File: src/rtl/ppu_mem_pkg.sv
// ----------------------------------------------------------------------------
// ppu_mem_pkg
//   Shared types and constants for the PPU memory arbiter slice.
//   Contents: PPU mode enum, CPU address map constants, default OAM DMA
//   length, CPU/DMA FSM state enums, CPU region enum and address decoder.
// ----------------------------------------------------------------------------
package ppu_mem_pkg;

  typedef enum logic [1:0] {
    HBLANK   = 2'd0,
    VBLANK   = 2'd1,
    OAM_SCAN = 2'd2,
    XFER     = 2'd3
  } ppu_mode_t;

  localparam logic [15:0] VRAM_BASE    = 16'h8000;
  localparam logic [15:0] VRAM_END     = 16'h9FFF;
  localparam logic [15:0] OAM_BASE     = 16'hFE00;
  localparam logic [15:0] OAM_END      = 16'hFE9F;
  localparam logic [15:0] DMA_REG_ADDR = 16'hFF46;

  localparam int DMA_LEN_DEFAULT = 160;

  typedef enum logic {
    C_IDLE,
    C_ACK
  } cpu_state_t;

  typedef enum logic [1:0] {
    D_IDLE,
    D_RD,
    D_WR,
    D_WAIT
  } dma_state_t;

  // CPU-visible target of an access; RGN_NONE doubles as "return 8'hFF".
  typedef enum logic [1:0] {
    RGN_NONE,
    RGN_VRAM,
    RGN_OAM,
    RGN_DMA
  } region_t;

  function automatic region_t decode_region(input logic [15:0] a);
    if (a >= VRAM_BASE && a <= VRAM_END)     return RGN_VRAM;
    else if (a >= OAM_BASE && a <= OAM_END)  return RGN_OAM;
    else if (a == DMA_REG_ADDR)              return RGN_DMA;
    else                                     return RGN_NONE;
  endfunction

endpackage

File: src/rtl/oam_dma_engine.sv
// ----------------------------------------------------------------------------
// oam_dma_engine
//   OAM DMA sequencer: copies DMA_LEN bytes from {src_page, i} to OAM[i],
//   spending DMA_CYCLES_PER_BYTE clocks per byte (read, write, wait).
//   A start pulse restarts from byte 0 even while a transfer is running.
// Ports:
//   clk, rst_n        clock, asynchronous active-low reset
//   start, src_page   begin/restart a transfer from page {src_page,8'h00}
//   busy              transfer in progress
//   src_a, src_rd     source read request to the external fabric
//   src_din           source data, valid the cycle after src_rd
//   oam_a/oam_din/oam_wr  OAM write port (only meaningful while busy)
// ----------------------------------------------------------------------------
module oam_dma_engine
  import ppu_mem_pkg::*;
#(
  parameter int DMA_CYCLES_PER_BYTE = 4,
  parameter int DMA_LEN             = DMA_LEN_DEFAULT
) (
  input  logic        clk,
  input  logic        rst_n,
  input  logic        start,
  input  logic [7:0]  src_page,
  output logic        busy,
  output logic [15:0] src_a,
  output logic        src_rd,
  input  logic [7:0]  src_din,
  output logic [7:0]  oam_a,
  output logic [7:0]  oam_din,
  output logic        oam_wr
);

  localparam logic [7:0] LAST_IDX  = 8'(DMA_LEN - 1);
  // D_WAIT counts down to zero, so it is loaded with (idle cycles - 1).
  localparam logic [3:0] WAIT_INIT = 4'(DMA_CYCLES_PER_BYTE - 3);

  dma_state_t state;
  logic [7:0] idx;
  logic [7:0] page;
  logic [3:0] wait_cnt;
  logic       wr_q;
  logic       step;

  // step: the current byte's time slot is used up; move to the next byte.
  // With two cycles per byte there is no D_WAIT, so D_WR ends the slot.
  always_comb begin
    // NOTE: assign a default before any branch so no path leaves step
    // unassigned; otherwise synthesis infers a latch.
    step = 1'b0;
    case (state)
      D_WR:    step = (DMA_CYCLES_PER_BYTE == 2);
      D_WAIT:  step = (wait_cnt == 4'd0);
      default: step = 1'b0;
    endcase
  end

  always_ff @(posedge clk or negedge rst_n) begin
    if (!rst_n) begin
      state    <= D_IDLE;
      idx      <= 8'h00;
      page     <= 8'h00;
      wait_cnt <= 4'd0;
      busy     <= 1'b0;
      src_a    <= 16'h0000;
      src_rd   <= 1'b0;
      wr_q     <= 1'b0;
    end else begin
      // NOTE: state registers use non-blocking assignments so every
      // flop samples pre-edge values regardless of statement order.
      src_rd <= 1'b0;
      wr_q   <= 1'b0;
      if (start) begin
        // Restart wins over whatever the engine was doing this cycle.
        state  <= D_RD;
        idx    <= 8'h00;
        page   <= src_page;
        busy   <= 1'b1;
        src_a  <= {src_page, 8'h00};
        src_rd <= 1'b1;
      end else if (step) begin
        if (idx == LAST_IDX) begin
          state <= D_IDLE;
          busy  <= 1'b0;
        end else begin
          idx    <= idx + 8'd1;
          state  <= D_RD;
          src_a  <= {page, idx + 8'd1};
          src_rd <= 1'b1;
        end
      end else begin
        case (state)
          D_RD: begin
            state <= D_WR;
            wr_q  <= 1'b1;
          end
          D_WR: begin
            state    <= D_WAIT;
            wait_cnt <= WAIT_INIT;
          end
          D_WAIT:  wait_cnt <= wait_cnt - 4'd1;
          default: ;
        endcase
      end
    end
  end

  // Source data arrives combinationally in D_WR and goes straight to OAM.
  assign oam_a   = idx;
  assign oam_din = src_din;
  assign oam_wr  = wr_q;

endmodule

File: src/rtl/ppu_mem_arbiter.sv
// ----------------------------------------------------------------------------
// ppu_mem_arbiter
//   Shares the single-port VRAM and OAM BRAMs between the PPU, the CPU bus
//   and the OAM DMA engine, enforcing PPU mode 2/3 locking, and implements
//   the 0xFF46 DMA register.
// Build option:
//   CPU_STALL_EN  when defined, a locked CPU VRAM/OAM access waits (no ack)
//                 until the lock clears instead of completing as a dropped
//                 write / 8'hFF read.
// Ports:
//   clk, rst_n                    4 MHz clock, asynchronous active-low reset
//   lcd_on, ppu_mode              PPU state used for locking
//   ppu_vram_a/dout, ppu_oam_a/dout  PPU read ports (data one cycle later)
//   cpu_req/we/a/din/dout/ack     CPU access handshake (ack is a 1-cycle pulse)
//   dma_busy, dma_src_a/rd/din    OAM DMA status and source fabric bus
//   vram_a/din/wr/dout            VRAM BRAM port
//   oam_a/din/wr/dout             OAM BRAM port
// ----------------------------------------------------------------------------
module ppu_mem_arbiter
  import ppu_mem_pkg::*;
#(
  parameter int DMA_CYCLES_PER_BYTE = 4,
  parameter int DMA_LEN             = DMA_LEN_DEFAULT
) (
  input  logic        clk,
  input  logic        rst_n,
  input  logic        lcd_on,
  input  logic [1:0]  ppu_mode,
  input  logic [12:0] ppu_vram_a,
  output logic [7:0]  ppu_vram_dout,
  input  logic [7:0]  ppu_oam_a,
  output logic [7:0]  ppu_oam_dout,
  input  logic        cpu_req,
  input  logic        cpu_we,
  input  logic [15:0] cpu_a,
  input  logic [7:0]  cpu_din,
  output logic [7:0]  cpu_dout,
  output logic        cpu_ack,
  output logic        dma_busy,
  output logic [15:0] dma_src_a,
  output logic        dma_src_rd,
  input  logic [7:0]  dma_src_din,
  output logic [12:0] vram_a,
  output logic [7:0]  vram_din,
  output logic        vram_wr,
  input  logic [7:0]  vram_dout,
  output logic [7:0]  oam_a,
  output logic [7:0]  oam_din,
  output logic        oam_wr,
  input  logic [7:0]  oam_dout
);

  cpu_state_t cstate;
  region_t    region;
  region_t    rd_src;
  ppu_mode_t  mode;
  logic [7:0] dma_reg;
  logic       vram_lock;
  logic       oam_lock;
  logic       locked;
  logic       accept;
  logic       grant;
  logic       cpu_vram_go;
  logic       cpu_oam_go;
  logic       dma_start;
  logic [7:0] dma_oam_a;
  logic [7:0] dma_oam_din;
  logic       dma_oam_wr;

  assign mode   = ppu_mode_t'(ppu_mode);
  assign region = decode_region(cpu_a);

  assign vram_lock = lcd_on && (mode == XFER);
  assign oam_lock  = dma_busy || (lcd_on && (mode == OAM_SCAN || mode == XFER));
  assign locked    = (region == RGN_VRAM && vram_lock) ||
                     (region == RGN_OAM  && oam_lock);

`ifdef CPU_STALL_EN
  // Locked VRAM/OAM requests are held off; everything else is taken at once.
  assign accept = (cstate == C_IDLE) && cpu_req && !locked;
`else
  assign accept = (cstate == C_IDLE) && cpu_req;
`endif

  // grant: the accepted access actually reaches a BRAM or the DMA register.
  assign grant       = accept && !locked;
  assign cpu_vram_go = grant && (region == RGN_VRAM);
  assign cpu_oam_go  = grant && (region == RGN_OAM);
  assign dma_start   = grant && (region == RGN_DMA) && cpu_we;

  // VRAM port: CPU only when it was granted (never under vram_lock).
  assign vram_a        = cpu_vram_go ? cpu_a[12:0] : ppu_vram_a;
  assign vram_din      = cpu_din;
  assign vram_wr       = cpu_vram_go && cpu_we;
  assign ppu_vram_dout = vram_dout;

  // OAM port: DMA > CPU (granted, so not locked) > PPU. oam_lock already
  // covers dma_busy, so cpu_oam_go is never set while DMA owns the port.
  assign oam_a   = dma_busy ? dma_oam_a   : (cpu_oam_go ? cpu_a[7:0] : ppu_oam_a);
  assign oam_din = dma_busy ? dma_oam_din : cpu_din;
  assign oam_wr  = dma_busy ? dma_oam_wr  : (cpu_oam_go && cpu_we);
  assign ppu_oam_dout = dma_busy ? 8'hFF : oam_dout;

  // BRAM read data lands in T+1, so the read source is registered in T and
  // the data is steered combinationally during the ack cycle.
  always_comb begin
    case (rd_src)
      RGN_VRAM: cpu_dout = vram_dout;
      RGN_OAM:  cpu_dout = oam_dout;
      RGN_DMA:  cpu_dout = dma_reg;
      default:  cpu_dout = 8'hFF;
    endcase
  end

  always_ff @(posedge clk or negedge rst_n) begin
    if (!rst_n) begin
      cstate  <= C_IDLE;
      cpu_ack <= 1'b0;
      rd_src  <= RGN_NONE;
      dma_reg <= 8'h00;
    end else begin
      case (cstate)
        C_IDLE: begin
          if (accept) begin
            cstate  <= C_ACK;
            cpu_ack <= 1'b1;
            rd_src  <= (locked || cpu_we) ? RGN_NONE : region;
            if (dma_start) dma_reg <= cpu_din;
          end
        end
        default: begin
          // cpu_req is deliberately ignored here: one access per 2 cycles.
          cstate  <= C_IDLE;
          cpu_ack <= 1'b0;
          rd_src  <= RGN_NONE;
        end
      endcase
    end
  end

  oam_dma_engine #(
    .DMA_CYCLES_PER_BYTE (DMA_CYCLES_PER_BYTE),
    .DMA_LEN             (DMA_LEN)
  ) u_dma (
    .clk      (clk),
    .rst_n    (rst_n),
    .start    (dma_start),
    .src_page (cpu_din),
    .busy     (dma_busy),
    .src_a    (dma_src_a),
    .src_rd   (dma_src_rd),
    .src_din  (dma_src_din),
    .oam_a    (dma_oam_a),
    .oam_din  (dma_oam_din),
    .oam_wr   (dma_oam_wr)
  );

endmodule
File: config.mk
export PLATFORM = sky130hd
export DESIGN_NAME = ppu_mem_arbiter
export DESIGN_NICKNAME = d
export VERILOG_FILES = /design/src/rtl/ppu_mem_pkg.sv /design/src/rtl/oam_dma_engine.sv /design/src/rtl/ppu_mem_arbiter.sv
export SDC_FILE = /design/constraint.sdc
export NUM_CORES = 1
export LEC_CHECK = 0
export BUFFER_PORTS_ARGS = -buffer_cell sky130_fd_sc_hd__buf_2
export CORE_MARGIN = 4
export CORE_UTILIZATION = 48
export DETAILED_ROUTE_END_ITERATION = 8
export PLACE_DENSITY = 0.86
export SLEW_MARGIN = 20
export SYNTH_ARGS = -nofsm -noshare
export SYNTH_HDL_FRONTEND = slang
export SYNTH_SLANG_ARGS = --single-unit
File: constraint.sdc
create_clock -name clk -period 2.6 [get_ports clk]
set_input_delay 0.13 -clock clk [delete_from_list [all_inputs] [get_ports clk]]
set_output_delay 0.13 -clock clk [all_outputs]
set_load 0.01 [all_outputs]
==> impl.org <==
** Timing
- Layout Skew :: ~5.2 ps
- Max-slew violation count :: 0
- The routed design could run at a clock period as short as 2330 ps.
- Static timing analysis puts the maximum clock frequency at 0.429 GHz.
- The total count of hold-check failures in the final report is 0.
- Setup TNS :: 0 ps
- The worst pin sits at a relative slew slack of 0.625.
- Transition time of the tightest slew-check pin :: 563 ps
- In the finished design, the share of the clock period the worst path needs comes to 0.897.
- On the final layout, the worst hold slack is between 100 and 150 ps.
- Setup repair after global routing left no endpoint under its margin.
- Setup-failing EPs final :: 0

** Routing
- After detailed routing, the average wire length per cell comes to roughly 15 µm.
- Summed over all layers, the routed wires come to approximately 8 mm.
- Remaining DRCs :: 0
- The final route contains approximately 2800 vias.
- The first detailed-routing pass ran for 5 iterations.
- Dividing the detail-routed via count by the number of cells gives roughly 5.3.
- Detailed Route Iter0 Violations :: approximately 160
- In this run the remaining antenna-violating nets after routing total 0.

** Finish
- Number of antenna diodes :: 0
- Area taken by flip-flops and latches :: 1130 µm²
- Footprint of the multi-input gates :: roughly 1400 µm²
- Final layout net count :: 524
- The register with the most flip-flops in the layout has 16 of them.
- Share of post-route cells with drive strength above 1 :: 0.470
- Compared with the post-synthesis result, the final layout area differs by 30.2%.
- Fill cells in the final layout number 455.

** Global routing
- Number of global-route vias before repair :: roughly 2700
- Global-route wire length before repair :: roughly 13 mm
- Entering global routing, the biggest net connects 46 pins.
- GRT Overall Usage :: 0.218
- For this run, global-route usage on met3 was measured as 0.0515.
- GR Layer Usage met1 :: 0.254
- In this run the most used layer during global routing was met2.
- In the global route stage, met2 resource usage came out at 0.386.
- Antenna violations before repair :: 0
- For this run the aggregate overflow at the end of global routing stands at 0.

** Yosys
- Post-synthesis net count :: 385
- Synthesized area divided by synthesized cell count :: approximately 9.3 µm²
- The netlist uses between 40 and 50 different library cells.
- The synthesized netlist occupies a cell area of between 2000 and 3000 µm².
- Seq/Total Area, Yosys :: 0.395
- The Yosys step of the flow raised 0 warnings.
- Counting every instance in the synthesized netlist gives about 310.
- In this run, synthesis produced a sequential element count of 45.

** Critical path
- Worst reg2reg path depth :: 6
- The worst register-to-register path ends at u_dma.src_a[11]$_DFFE_PN0P_.
- Worst Setup Path Type :: flip-flop to primary output
- Start of the worst register-to-register path :: cstate$_DFF_PN0_
- STA classifies the critical path endpoint as a primary output.
- Maximum fanout count along the critical path :: 9
- For the worst setup path, the data arrival time is 2200 ps.
- For the worst setup path, the data required time is 2470 ps.
- STA classifies the critical path startpoint as a flip-flop.
- In this run the register-to-register setup slack is 520 ps.

** CTS
- Clock-pin slew was measured on the worst setup and hold paths at around 80 ps.
- TritonCTS clock tree :: done
- Clock tree buffer depth :: 2
- Buffers inserted during clock tree synthesis total 5.
- CTS saw between 40 and 50 sinks.
- Clock tree root driver cell :: clkbuf_8
- At the later pin of the worst-skew pair, clock insertion delay measures between 200 and 300 ps.
- H-Tree Level Count :: 2

** Outcome
- The run finished with clean final reports.

** Flow run
- The tool flagged a number of max-cap violations equal to 0.

** Min path
- Cell count of the worst hold path :: 2
- Startpoint of the lowest-slack hold path :: cpu_we
- Hold WC Path Type :: input port to flip-flop
- The path with the worst hold slack has its endpoint at rd_src[0]$_DFFE_PN0P_.

** Power and ir drop
- Pwr per Cell Area :: 601 nW/µm²
- Static Leak :: ~0.0018 µW
- Across the VDD grid, the largest voltage drop is just over 0.3 mV.

** Floorplan
- During I/O placement, the number of pins put on the boundary was ~160.
- The die covers between 7000 and 8000 µm².
- The floorplan has 27 rows.
- Std-Cell Core Area :: around 5600 µm²
- From bottom edge to top edge, the die measures about 85 µm.
- The initial utilization of the core area, before any placement, comes to 0.506.
- Width of the die :: 85.1 µm

** Placement
- Weighted congestion reported at the end of routability-driven placement :: about 0.9
- Number of input and output port buffers inserted :: 157
- The HPWL after detailed placement is 6.34 mm.
-- worst max-delay path by stage --
stage               endpoint  slack [ps]  cells past startpoint                    from
floorplan           oam_a[0]         730                      7  u_dma.busy$_DFFE_PN0P_
global placement    oam_a[0]         510                      6  u_dma.busy$_DFFE_PN0P_
detailed placement  oam_a[0]         440                      6  u_dma.busy$_DFFE_PN0P_
CTS                 oam_a[0]         130                      6  u_dma.busy$_DFFE_PN0P_
global route        oam_a[0]          90                      6  u_dma.busy$_DFFE_PN0P_
finish              oam_a[0]         270                      6  u_dma.busy$_DFFE_PN0P_
-- cell families (layout without fill, tap and decap cells) --
family,after synthesis,in the layout,share of synthesized area
buffers and inverters,52,192,0.100
XOR/XNOR,7,7,0.0215
AO/OA/AOI/OAI,60,60,0.115
AND/OR/NAND/NOR,95,95,0.189
flip-flops,45,45,0.395
multiplexers,46,46,0.171
adder cells (fa/ha/maj),2,2,0.00877
-- stage by stage --
stage / std cells / util / power, µW / area [µm²] / setup slack, ps
final: 519 / 0.659 / 2230 / 3720 / 268
after detailed placement: 509 / 0.631 / 1710 / 3560 / 445
after global routing: 519 / 0.659 / 2390 / 3720 / 91.6
after CTS: 517 / 0.651 / 2250 / 3670 / 134
after global placement: 509 / 0.631 / 1680 / 3560 / 513
after floorplan: 307 / - / 1430 / 2850 / 727
-- area by class of cell --
cell class | instances | area share
clock buffer | 7 | 0.0232
tap | 72 | 0.0242
inverter | 20 | 0.0202
multi-input combinational | 210 | 0.390
timing repair buffer | 164 | 0.232
clock inverter | 1 | 0.00808
sequential | 45 | 0.303
-- cell usage after synthesis --
cell type / count / area [µm²]
o21ai_0: 42 / 210
mux2i_1: 24 / 240
nor3_2: 1 / 10.0
nor4_4: 2 / 42.5
and4bb_4: 1 / 16.3
clkbuf_2: 1 / 5.00
clkbuf_1: 7 / 26.3
ha_1: 2 / 25.0
o41ai_2: 1 / 16.3
o31ai_1: 1 / 7.51
nand2b_1: 4 / 25.0
nand4bb_1: 1 / 11.3
nand3_1: 5 / 25.0
and3_1: 1 / 6.26
mux2_2: 21 / 236
a21oi_1: 12 / 60.1
nor4b_1: 1 / 8.76
nand4b_1: 2 / 17.5
a21bo_2: 1 / 10.0
nor4_2: 1 / 12.5
dfrtp_1: 45 / 1130
nor2_1: 25 / 93.8
or2_2: 9 / 56.3
or2_1: 1 / 6.26
nor4_1: 2 / 12.5
nand4_1: 4 / 25.0
nor3b_1: 3 / 22.5
and2b_2: 1 / 8.76
nand3b_1: 1 / 7.51
a21o_1: 1 / 7.51
o2111ai_1: 1 / 8.76
and2_1: 1 / 6.26
nor3_1: 4 / 20.0
xnor2_1: 7 / 61.3
buf_2: 5 / 25.0
nand2_1: 23 / 86.3
buf_4: 16 / 120
o21a_1: 1 / 7.51
mux2_1: 1 / 11.3
and2b_1: 1 / 7.51
nor3b_2: 1 / 12.5
inv_1: 20 / 75.1
buf_6: 3 / 33.8
-- per-layer routing --
metal	wire length, µm	vias up
met4	227	0
met3	662	20
met2	4020	126
met1	3010	1302
li1	-	1319
met5	0	-
-- placed cells by master (no fill, tap or decap), types with 2 or more instances in the layout --
cell type,instances
mux2_2,21
nor2_1,25
nand2b_1,4
inv_1,20
o21ai_0,42
clkbuf_8,6
buf_2,157
nor3_1,4
nand3_1,4
nor4_4,2
nand4_1,4
or2_2,9
nor4_1,2
nand4b_1,2
dfrtp_1,45
a21oi_1,12
xnor2_1,7
nor3b_1,3
buf_4,5
mux2i_1,24
ha_1,2
nand2_1,23
-- critical path, cell delays in order, from the launching register on --
cell     delay [ps]
dfrtp_1         380
a21oi_1         260
nor3b_1         360
nand3_2         310
mux2i_1         190
o21ai_0         230
buf_2           180
-- repair_timing --
action,CTS,global route
hold buffers,0,1
endpoints found under the setup margin,0,1
setup buffers,0,0
endpoints found under the hold margin,0,23
gates resized for setup,0,1
-- power breakdown --
part           switching [µW]  internal [µW]  total [µW]  leakage (µW)
Clock                     220            313         534     0.0000585
Sequential                156            815         971      0.000473
Combinational             377            352         730       0.00130
No activity file was read; power rests on OpenSTA's default activity.
